==> config.mk <==
export PLATFORM = sky130hd
export DESIGN_NAME = bullet_engine
export DESIGN_NICKNAME = d
export VERILOG_FILES = /design/src/rtl/bullet_engine_pkg.sv /design/src/rtl/bullet_engine_bullet_unit.sv /design/src/rtl/bullet_engine.sv
export SDC_FILE = /design/constraint.sdc
export NUM_CORES = 1
export LEC_CHECK = 0
export CAP_MARGIN = 25
export CORE_UTILIZATION = 65
export DETAILED_ROUTE_END_ITERATION = 12
export DONT_BUFFER_PORTS = 1
export PLACE_DENSITY = 0.81
export SETUP_SLACK_MARGIN = 0.1
export SLEW_MARGIN = 15
export SYNTH_ARGS = -nofsm -noshare
export SYNTH_HDL_FRONTEND = slang
export SYNTH_SLANG_ARGS = --single-unit
==> constraint.sdc <==
create_clock -name clk -period 9.57 [get_ports clk]
set_input_delay 1.914 -clock clk [delete_from_list [all_inputs] [get_ports clk]]
set_output_delay 1.914 -clock clk [all_outputs]
set_load 0.02 [all_outputs]
==> src/rtl/bullet_engine_pkg.sv <==
`default_nettype none
// ============================================================================
// bullet_engine_pkg: shared direction codes, playfield defaults, bullet FSM
// states and coordinate helpers for the bullet engine.  rev 1.0
// ============================================================================
package bullet_engine_pkg;

  localparam logic [1:0] DIR_UP    = 2'd0;
  localparam logic [1:0] DIR_RIGHT = 2'd1;
  localparam logic [1:0] DIR_DOWN  = 2'd2;
  localparam logic [1:0] DIR_LEFT  = 2'd3;

  localparam int SCREEN_W_DEF  = 160;
  localparam int SCREEN_H_DEF  = 120;
  localparam int TANK_SIZE_DEF = 5;

  localparam int NB = 4;
  localparam int XW = 8;
  localparam int YW = 7;

  typedef enum logic [1:0] {
    ST_IDLE = 2'd0,
    ST_FLY  = 2'd1,
    ST_COOL = 2'd2
  } bstate_e;

  // Wide enough to hold tank coords plus offsets and go negative without wrap.
  typedef logic signed [10:0] coord_t;

  function automatic coord_t ext_x(input logic [XW-1:0] v);
    return coord_t'({3'b000, v});
  endfunction

  function automatic coord_t ext_y(input logic [YW-1:0] v);
    return coord_t'({4'b0000, v});
  endfunction

  function automatic logic on_screen(input coord_t x, input coord_t y,
                                     input int w, input int h);
    return (x >= 0) && (x < coord_t'(w)) && (y >= 0) && (y < coord_t'(h));
  endfunction

endpackage
`default_nettype wire

==> src/rtl/bullet_engine_bullet_unit.sv <==
`default_nettype none
// ============================================================================
// bullet_unit: one bullet -- FSM, position, latched direction, cooldown
// counter and per-tank overlap vector.  rev 1.0
// ============================================================================
module bullet_unit
  import bullet_engine_pkg::*;
#(
  parameter int IDX       = 0,
  parameter int SCREEN_W  = SCREEN_W_DEF,
  parameter int SCREEN_H  = SCREEN_H_DEF,
  parameter int TANK_SIZE = TANK_SIZE_DEF,
  parameter int STEP      = 1,
  parameter int COOLDOWN  = 8
) (
  input  logic                  clk_i,
  input  logic                  rst_ni,
  input  logic                  tick_i,
  input  logic                  fire_i,
  input  logic [1:0]            dir_i,
  input  logic [NB-1:0][XW-1:0] tx_i,
  input  logic [NB-1:0][YW-1:0] ty_i,
  input  logic [NB-1:0]         te_i,
  output logic [XW-1:0]         bx_o,
  output logic [YW-1:0]         by_o,
  output logic                  be_o,
  output logic [NB-1:0]         overlap_o
);

  localparam int CW = (COOLDOWN < 1) ? 1 : $clog2(COOLDOWN + 1);
  localparam logic [CW-1:0] C_COOL_LOAD = CW'(COOLDOWN);
  localparam logic [CW-1:0] C_ONE       = CW'(1);

  bstate_e         state_q, state_d;
  logic [XW-1:0]   x_q, x_d;
  logic [YW-1:0]   y_q, y_d;
  logic [1:0]      dir_q, dir_d;
  logic [CW-1:0]   cnt_q, cnt_d;

  coord_t          w_ox, w_oy, w_mx, w_my;
  coord_t          w_bx, w_by, w_nx, w_ny;
  logic            w_spawn, w_move_ok, w_kill;
  logic [NB-1:0]   w_ovl, w_ovl_other;

  // Muzzle point of the owning tank, move target and overlap tests.
  always_comb begin
    w_ox = ext_x(tx_i[IDX]);
    w_oy = ext_y(ty_i[IDX]);
    w_mx = w_ox + coord_t'(2);
    w_my = w_oy + coord_t'(2);
    case (dir_i)
      DIR_UP:    w_my = w_oy - coord_t'(1);
      DIR_RIGHT: w_mx = w_ox + coord_t'(TANK_SIZE);
      DIR_DOWN:  w_my = w_oy + coord_t'(TANK_SIZE);
      default:   w_mx = w_ox - coord_t'(1);
    endcase
    w_spawn = fire_i && te_i[IDX] && on_screen(w_mx, w_my, SCREEN_W, SCREEN_H);

    w_bx = ext_x(x_q);
    w_by = ext_y(y_q);
    w_nx = w_bx;
    w_ny = w_by;
    case (dir_q)
      DIR_UP:    w_ny = w_by - coord_t'(STEP);
      DIR_RIGHT: w_nx = w_bx + coord_t'(STEP);
      DIR_DOWN:  w_ny = w_by + coord_t'(STEP);
      default:   w_nx = w_bx - coord_t'(STEP);
    endcase
    w_move_ok = on_screen(w_nx, w_ny, SCREEN_W, SCREEN_H);

    w_ovl = '0;
    for (int j = 0; j < NB; j++) begin
      w_ovl[j] = te_i[j]
        && (w_bx >= ext_x(tx_i[j])) && (w_bx <= ext_x(tx_i[j]) + coord_t'(TANK_SIZE - 1))
        && (w_by >= ext_y(ty_i[j])) && (w_by <= ext_y(ty_i[j]) + coord_t'(TANK_SIZE - 1));
    end
    w_ovl_other      = w_ovl;
    w_ovl_other[IDX] = 1'b0;
    // Collision wins over the tick: a colliding bullet dies without moving.
    w_kill = (|w_ovl_other) || (tick_i && !w_move_ok);
  end

  always_ff @(posedge clk_i or negedge rst_ni) begin
    if (!rst_ni) begin
      state_q <= ST_IDLE;
    end else begin
      state_q <= state_d;
    end
  end

  always_comb begin
    state_d = state_q;
    case (state_q)
      ST_IDLE: if (w_spawn) state_d = ST_FLY;
      ST_FLY:  if (w_kill)  state_d = ST_COOL;
      ST_COOL: if ((cnt_q == '0) || (tick_i && (cnt_q == C_ONE))) state_d = ST_IDLE;
      default: state_d = ST_IDLE;
    endcase
  end

  always_comb begin
    x_d   = x_q;
    y_d   = y_q;
    dir_d = dir_q;
    cnt_d = cnt_q;
    case (state_q)
      ST_IDLE: begin
        if (w_spawn) begin
          x_d   = w_mx[XW-1:0];
          y_d   = w_my[YW-1:0];
          dir_d = dir_i;
        end
      end
      ST_FLY: begin
        if (w_kill) begin
          cnt_d = C_COOL_LOAD;
        end else if (tick_i) begin
          x_d = w_nx[XW-1:0];
          y_d = w_ny[YW-1:0];
        end
      end
      ST_COOL: begin
        if (tick_i && (cnt_q != '0)) cnt_d = cnt_q - C_ONE;
      end
      default: ;
    endcase
  end

  always_ff @(posedge clk_i or negedge rst_ni) begin
    if (!rst_ni) begin
      x_q   <= '0;
      y_q   <= '0;
      dir_q <= DIR_UP;
      cnt_q <= '0;
    end else begin
      x_q   <= x_d;
      y_q   <= y_d;
      dir_q <= dir_d;
      cnt_q <= cnt_d;
    end
  end

  always_comb begin
    be_o      = (state_q == ST_FLY);
    bx_o      = x_q;
    by_o      = y_q;
    overlap_o = be_o ? w_ovl : '0;
  end

endmodule
`default_nettype wire

==> src/rtl/bullet_engine.sv <==
`default_nettype none
// ============================================================================
// bullet_engine: four tank bullets with spawn, motion, edge/impact kill and
// registered per-tank hit pulses.  rev 1.0
// ============================================================================
module bullet_engine
  import bullet_engine_pkg::*;
#(
  parameter int SCREEN_W  = SCREEN_W_DEF,
  parameter int SCREEN_H  = SCREEN_H_DEF,
  parameter int TANK_SIZE = TANK_SIZE_DEF,
  parameter int STEP      = 1,
  parameter int COOLDOWN  = 8
) (
  input  logic        clk,
  input  logic        resetn,
  input  logic        tick,
  input  logic [3:0]  fire,
  input  logic [7:0]  t1x,
  input  logic [7:0]  t2x,
  input  logic [7:0]  t3x,
  input  logic [7:0]  t4x,
  input  logic [6:0]  t1y,
  input  logic [6:0]  t2y,
  input  logic [6:0]  t3y,
  input  logic [6:0]  t4y,
  input  logic [1:0]  t1d,
  input  logic [1:0]  t2d,
  input  logic [1:0]  t3d,
  input  logic [1:0]  t4d,
  input  logic        t1e,
  input  logic        t2e,
  input  logic        t3e,
  input  logic        t4e,
  output logic [7:0]  b1x,
  output logic [7:0]  b2x,
  output logic [7:0]  b3x,
  output logic [7:0]  b4x,
  output logic [6:0]  b1y,
  output logic [6:0]  b2y,
  output logic [6:0]  b3y,
  output logic [6:0]  b4y,
  output logic        b1e,
  output logic        b2e,
  output logic        b3e,
  output logic        b4e,
  output logic [3:0]  hit
);

  logic [NB-1:0][XW-1:0] w_tx;
  logic [NB-1:0][YW-1:0] w_ty;
  logic [NB-1:0][1:0]    w_td;
  logic [NB-1:0]         w_te;

  logic [XW-1:0]         w_bx    [NB];
  logic [YW-1:0]         w_by    [NB];
  logic                  w_be    [NB];
  logic [NB-1:0]         w_ovl   [NB];
  logic [NB-1:0]         w_ovl_m [NB];
  logic [NB-1:0]         w_hit_d;
  logic [NB-1:0]         hit_q;

  assign w_tx = {t4x, t3x, t2x, t1x};
  assign w_ty = {t4y, t3y, t2y, t1y};
  assign w_td = {t4d, t3d, t2d, t1d};
  assign w_te = {t4e, t3e, t2e, t1e};

  genvar gi;
  generate
    for (gi = 0; gi < NB; gi++) begin : g_unit
      bullet_unit #(
        .IDX       (gi),
        .SCREEN_W  (SCREEN_W),
        .SCREEN_H  (SCREEN_H),
        .TANK_SIZE (TANK_SIZE),
        .STEP      (STEP),
        .COOLDOWN  (COOLDOWN)
      ) u_bullet (
        .clk_i     (clk),
        .rst_ni    (resetn),
        .tick_i    (tick),
        .fire_i    (fire[gi]),
        .dir_i     (w_td[gi]),
        .tx_i      (w_tx),
        .ty_i      (w_ty),
        .te_i      (w_te),
        .bx_o      (w_bx[gi]),
        .by_o      (w_by[gi]),
        .be_o      (w_be[gi]),
        .overlap_o (w_ovl[gi])
      );
      // A bullet sitting on its own tank never counts as a hit.
      assign w_ovl_m[gi] = w_ovl[gi] & ~(NB'(1) << gi);
    end
  endgenerate

  always_comb begin
    w_hit_d = '0;
    for (int i = 0; i < NB; i++) begin
      w_hit_d = w_hit_d | w_ovl_m[i];
    end
  end

  always_ff @(posedge clk or negedge resetn) begin
    if (!resetn) begin
      hit_q <= '0;
    end else begin
      hit_q <= w_hit_d;
    end
  end

  assign hit = hit_q;
  assign b1x = w_bx[0];
  assign b2x = w_bx[1];
  assign b3x = w_bx[2];
  assign b4x = w_bx[3];
  assign b1y = w_by[0];
  assign b2y = w_by[1];
  assign b3y = w_by[2];
  assign b4y = w_by[3];
  assign b1e = w_be[0];
  assign b2e = w_be[1];
  assign b3e = w_be[2];
  assign b4e = w_be[3];

endmodule
`default_nettype wire

; ---- Word level (Yosys, flattened, before mapping)
; Cells that the tools add are included.
[classes]
n_addsub = 52
n_lt_le_gt_ge = 92
n_eq_ne = 52
mux = 80
bitwise = 3
reduce_logical = 172
[op_table]
columns = cell, count
row1 = one-hot mux 11 bit (2 select lines), 16
row2 = "greater-or-equal comparator 11 x 1 -> 1 bit, second input constant", 16
row3 = <= comparator 8 x 11 -> 1 bit, 15
row4 = <= comparator 9 x 11 -> 1 bit, 15
row5 = greater-or-equal comparator 8 bit, 15
row6 = greater-or-equal comparator 7 bit, 15
row7 = logical AND 1 bit, 104
row8 = two-way mux 8 bit, 12
row9 = "< comparator 11 x 8 -> 1 bit, second input constant", 8
row10 = "< comparator 11 x 9 -> 1 bit, second input constant", 8
row11 = two-way mux 7 bit, 12
row12 = "adder 8 x 3 -> 9 bit, second input constant", 8
row13 = "subtractor 8 x 1 -> 9 bit, second input constant", 8
row14 = "adder 7 x 3 -> 8 bit, second input constant", 8
row15 = one-hot mux 8 bit (2 select lines), 4
row16 = "subtractor 7 x 1 -> 8 bit, second input constant", 8
row17 = one-hot mux 7 bit (2 select lines), 4
row18 = two-way mux 4 bit, 11
row19 = "adder 8 x 1 -> 9 bit, second input constant", 4
row20 = "adder 8 x 2 -> 9 bit, second input constant", 4
row21 = "adder 7 x 1 -> 8 bit, second input constant", 4
row22 = "adder 7 x 2 -> 8 bit, second input constant", 4
row23 = "!= test 2 x 1 -> 1 bit, second input constant", 16
row24 = one-hot mux 4 bit (2 select lines), 4
row25 = other kinds (21), 128
[word_totals]
regBits = 96
inputBits = 79
output_inout_bits = 68
word_cells = 472

; ---- Depth between registers and ports, before layout
[depth]
depth_word = 12
depth_mapped = 16

; ---- Cells and area by module
; Synthesis repeated with hierarchy kept, for this count alone.
[hier_totals]
hier_cells = 2999
area_unflattened_um2 = 23308.6
[by_module_without_submodules]
columns = mod, instances, cells_per_inst, area_per_inst_um2, seq_area_each_um2
row1 = bullet_unit at g_unit[2].u_bullet, 1, 791, 5983.2, 575.6
row2 = bullet_unit at g_unit[0].u_bullet, 1, 759, 5919.4, 575.6
row3 = bullet_unit at g_unit[1].u_bullet, 1, 725, 5695.5, 575.6
row4 = bullet_unit at g_unit[3].u_bullet, 1, 716, 5585.4, 575.6
row5 = bullet_engine, 1, 8, 125.1, 100.1

; ---- Least setup slack after synthesis
; OpenSTA, ideal clock, no wires.
[synth_path]
path_kind = input-to-reg
startpoint = in t2x[3]
endpoint = reg g_unit[3].u_bullet.y_q[4]
t_arrival_ns = 5.050
t_required_ns = 9.435
setup_slack_ns = 4.384
cell_stages = 13
path_buffers = 2
cell_sequence = clkbuf_1 inv_1 ha_1 nor2b_1 or4b_1 maj3_1 maj3_1 o211a_1 nor3b_2 and4bb_2 buf_6 a41oi_1 o211ai_1
[synth_between]
elab_chain_cells = 9
[synth_lines]
columns = item, line
row1 = from (decl), bullet_engine.sv:20  ; input logic [7:0] t2x,
row2 = adder 8 x 3 -> 9 bit or greater-or-equal comparator 8 bit (tied branches), bullet_engine_bullet_unit.sv:74  ; && (w_bx >= ext_x(tx_i[j])) && (w_bx <= ext_x(tx_i[j]) + coord_t'(TANK_SIZE - 1))
row3 = <= comparator 9 x 11 -> 1 bit or logical AND 1 bit (tied branches), bullet_engine_bullet_unit.sv:74
row4 = logical AND 1 bit *, bullet_engine_bullet_unit.sv:74
row5 = logical AND 1 bit * (2 in a row), bullet_engine_bullet_unit.sv:75  ; && (w_by >= ext_y(ty_i[j])) && (w_by <= ext_y(ty_i[j]) + coord_t'(TANK_SIZE - 1));
row6 = OR reduction 3 bit *, bullet_engine_bullet_unit.sv:80  ; w_kill = (|w_ovl_other) || (tick_i && !w_move_ok);
row7 = logical OR 1 bit *, bullet_engine_bullet_unit.sv:80
row8 = != test 2 bit (no source line) *, --
row9 = AND reduction 4 bit (no source line) *, --
row10 = to (signal assigned), bullet_engine_bullet_unit.sv:137  ; y_q <= y_d;
row11 = to (decl), bullet_engine_bullet_unit.sv:36  ; logic [YW-1:0] y_q, y_d;
; Every way passes the cells marked *; elsewhere a longest branch is shown, timed or not.
; A chain may end at the register's enable or synchronous reset.

; ---- Final worst setup path
[layout_path]
startpoint = in t4x[2]
endpoint = reg g_unit[1].u_bullet.y_q[4]
[layout_between]
elab_chain_cells = 9
[layout_lines]
columns = item, line
row1 = from (decl), bullet_engine.sv:22  ; input logic [7:0] t4x,
row2 = adder 8 x 3 -> 9 bit or greater-or-equal comparator 8 bit (tied branches), --
row3 = <= comparator 9 x 11 -> 1 bit or logical AND 1 bit (tied branches), bullet_engine_bullet_unit.sv:74
row4 = logical AND 1 bit *, bullet_engine_bullet_unit.sv:74
row5 = logical AND 1 bit * (2 in a row), bullet_engine_bullet_unit.sv:75
row6 = OR reduction 3 bit *, bullet_engine_bullet_unit.sv:80
row7 = logical OR 1 bit *, bullet_engine_bullet_unit.sv:80
row8 = != test 2 bit (no source line) *, --
row9 = AND reduction 4 bit (no source line) *, --
row10 = to (signal assigned), bullet_engine_bullet_unit.sv:137
row11 = to (decl), bullet_engine_bullet_unit.sv:36
; Marks and branches as above.

==> run summary <==
The synthesized-area fraction occupied by adder cells was 0.247; the DRC violations left was 0. Setup repair after global routing left no endpoint under its margin. At the end of the flow, the number of nets in the layout was 2830. For this block, the via count after detailed routing is 20.3k. The tools report the sequential area share after synthesis as 0.124. For this design the total switching power over the nets is 0.00321 W.

Compared with the post-synthesis result, the final layout area differs by 2.95%. The synthesized design contains 0 enable-type register cells. The logs give 0.445 for the all-layer global routing usage and 0 for the number of endpoints with negative hold slack in the final report. The mean number of vias per cell is 7.35. The logs give 19300 um^2 for the combined area of all synthesized cells and 105 for the number of distinct library cell variants in the gate-level netlist after synthesis. Setup violations remaining at the end of the flow were counted as 0. The synthesized design contains 96 register bits. During I/O placement, the number of pins put on the boundary was 147. Compound-cell area share of the yosys netlist: 0.260. Post-route fraction of the period consumed by the critical path: 0.542.

The run gives 19.2k as the via count of the first global-routing pass. Number of buffers added on ports: 0. The longest clock path from root to sink contains 2 buffers.

In the layout the commonest cells are 376 x ha_1, 159 x a21oi_1, 155 x inv_1. Clock insertion delay at the later pin of the skew report: 0.38 ns. The clock network fraction of total power was 0.069; the number of antenna violations at the first check in global routing was 0.

The setup TNS after final layout is 0 ns. The detailed router finished its first iteration with 2357 violations. The final core area utilization was 0.686; the number of instances in the synthesized netlist was 2436. The proportion of total power due to net switching works out to 0.583. Clock period minus final worst setup slack: 5.19 ns. The clock tree synthesis step divided the H-tree into 3 levels.

The tools report the count of cells resized by post-cts repair as 0. For the number of nets in the synthesized netlist, the log shows 2891. The logs give 0.00229 W for the internal power summed over all cells and 0.697 for the fraction of power consumed by combinational cells. VDD sags by at most 187 uV. Along the worst path, the maximum fanout reaches 17. Arrival time at the worst endpoint: 5.45 ns. For this run, the leading register cell type out of synthesis is dfrtp_1. For the pin with the worst max-slew slack, the measured transition is 1.13 ns. The total area inside the core boundary comes to 29000 um^2. During synthesis, Yosys emitted a total of 0 warnings.

The post-synthesis share of cell area spent on and, or, nand and nor gates came out at 0.229. Measured along the y axis, the die boundary spans 174 um. Maximum clock frequency: 0.193 GHz. The largest area contributor in the synthesized netlist is ha_1. The power per unit of standard cell area is 276 nW/um^2. Clock-pin slew was measured on the worst setup and hold paths at 0.08 ns. In this run, post-CTS hold repair placed 0 buffers. The worst slew margin relative to its limit was 0.240.

In the final routed layout, each cell accounts on average for 24.9 um. The critical path in this run is classified as input port to register. The top cell type's share of synthesized area was 0.243. The tool flagged a number of max-cap violations equal to 0. Entering global routing, the biggest net connects 97 pins. Capturing element type of the critical path: a register. The proportion of power drawn by flip-flops and latches came out at 0.235. The analysis attributes to cell leakage a power of 8.61 nW.

The data required time at the worst endpoint came out at 9.83 ns. TritonCTS built the clock tree. Final max-slew violation count: 0. The library cell used most frequently in the layout, excluding fill and tap cells, is ha_1. The total length of routed wires is 68800 um, and the fraction of registers with async set or reset after synthesis is 1.00. Clock skew on the completed layout was measured at 0.0149 ns.

The filler-free cell count of the finished design came out at 2764. The filler cells instantiated in the layout total 2464. The die covers 30400 um^2. The die width works out to 174 um. The flow ran to the end, and the final reports show no timing, DRC or antenna violations.

Detailed placement finished with a half-perimeter wire length of 50800 um. The fraction of final layout cells with drive strength greater than 1 was 0.0496; the number of buffers inserted to repair setup after CTS was 0. The cell sitting at the root of the clock tree is a clkbuf_16. The floorplan has 62 rows. Worst min-delay path category: register to register.

The count of nets left with antenna violations once routing finished came out at 0. In the post-synthesis netlist, the biggest area contributors are ha_1 24%, dfrtp_1 12%, xnor2_1 4.4%. The tools report the number of iterations in the first detailed-routing pass as 9. By area, the combinational part of the netlist is dominated by compound AO/OA/AOI/OAI gates. A synthesized cell averages 7.94 um^2. The first global-routing pass estimated 106000 um of wire. Including well taps, the total number of placed cells is 2746. At the end of routability-driven placement, the weighted congestion stood at 1.01. The xor/xnor share of the synthesized area is 0.0619, and the proportion of synthesized area in mux cells is 0.0223. Effective utilization at floorplan: 0.666. The sum of overflow across all layers after global routing was 0. The clock buffer count from CTS was 9. The tree built by TritonCTS fans out to 96 sinks. The launching element type of the critical path is an input port.
## flip-flops by register name, summed over array words and instances (netlist names), named ones only
| signal | count |
|---|---|
| hit | 4 |
| g_unit.u_bullet.bx_o | 32 |
| g_unit.u_bullet.by_o | 24 |
| g_unit.u_bullet.cnt_q | 16 |
| g_unit.u_bullet.state_q | 8 |
| g_unit.u_bullet.dir_q | 8 |
## area by class of cell
class	instances	area, um^2	area share
tap	384	480	0.0241
sequential	96	2400	0.121
clock buffer	11	243	0.0122
inverter	160	601	0.0302
antenna	1	2.50	0.000126
clock inverter	4	30.0	0.00151
timing repair buffer	35	268	0.0135
multi-input combinational	2073	15900	0.798
## worst max-delay path: stages
cell	delay [ns]
inv_1	0.22
ha_1	0.28
inv_1	0.11
ha_1	0.26
a21oi_1	0.13
nor2b_1	0.05
a2111oi_0	0.41
o21ai_0	0.16
a211oi_1	0.72
o21ba_2	0.29
and3_1	0.38
a211o_1	0.38
and3_1	0.14
## power by group through the flow
stage	sequential (W)	clock (W)	combinational, W
2_1_floorplan	0.00104	0	0.00272
3_3_place_gp	0.00124	0	0.00352
3_5_place_dp	0.00125	0	0.00368
4_1_cts	0.00124	0.000370	0.00370
5_1_grt	0.00130	0.000387	0.00417
6_report	0.00129	0.000377	0.00383
## through the flow
stage / cell area [um^2] / total power (W) / worst slack [ns] / hold slack (ns)
final: 19900 / 0.00550 / 4.38 / 0.523
after global routing: 19900 / 0.00585 / 4.25 / 0.551
after CTS: 19900 / 0.00532 / 4.36 / 0.517
after detailed placement: 19600 / 0.00493 / 3.98 / 0.501
after global placement: 19600 / 0.00476 / 4.07 / 0.490
after floorplan: 19300 / 0.00376 / 4.38 / 0.470
## Yosys cell counts, drive strengths merged, types with 23 or more instances
cell	number
buf	34
nor3	75
dfrtp	96
nand4	50
o21ai	129
mux2i	25
inv	155
nand2b	57
nand3	97
a211oi	39
a31oi	36
nand2	152
ha	376
a21o	45
o211ai	24
xnor2	102
a21oi	159
clkbuf	73
o22ai	32
o21a	25
and3	30
nor2	115
nor2b	39
or4	23
## worst paths after layout
path | from | to | slack, ns | cells past startpoint
min in group asynchronous | resetn | g_unit[0].u_bullet.by_o[0] | 1.22 | 0
hold reg to reg | g_unit[0].u_bullet.cnt_q[1] | g_unit[0].u_bullet.cnt_q[1] | 0.52 | 2
setup reg to reg | g_unit[1].u_bullet.by_o[0] | g_unit[1].u_bullet.by_o[0] | 4.83 | 11
hold / removal | g_unit[0].u_bullet.cnt_q[1] | g_unit[0].u_bullet.cnt_q[1] | 0.52 | 2
max in group asynchronous | resetn | g_unit[3].u_bullet.cnt_q[2] | 8.12 | 0
setup / recovery | t4x[2] | g_unit[1].u_bullet.by_o[4] | 4.38 | 13
## cells by family (layout without fill, tap and decap cells)
kind of cell,after synthesis,after routing
AND/OR/NAND/NOR,796,796
flip-flops,96,96
multiplexers,41,41
AO/OA/AOI/OAI,726,726
buffers and inverters,267,210
other,0,1
XOR/XNOR,126,126
adder cells (fa/ha/maj),384,384
## routing by layer
metal	routed length (um)	vias up	global-route usage
li1	-	9123	-
met1	26200	9563	0.564
met2	29000	1313	0.674
met3	8740	313	0.116
met4	4780	0	0.275
met5	0	-	0
No activity file was read; power rests on OpenSTA's default activity.
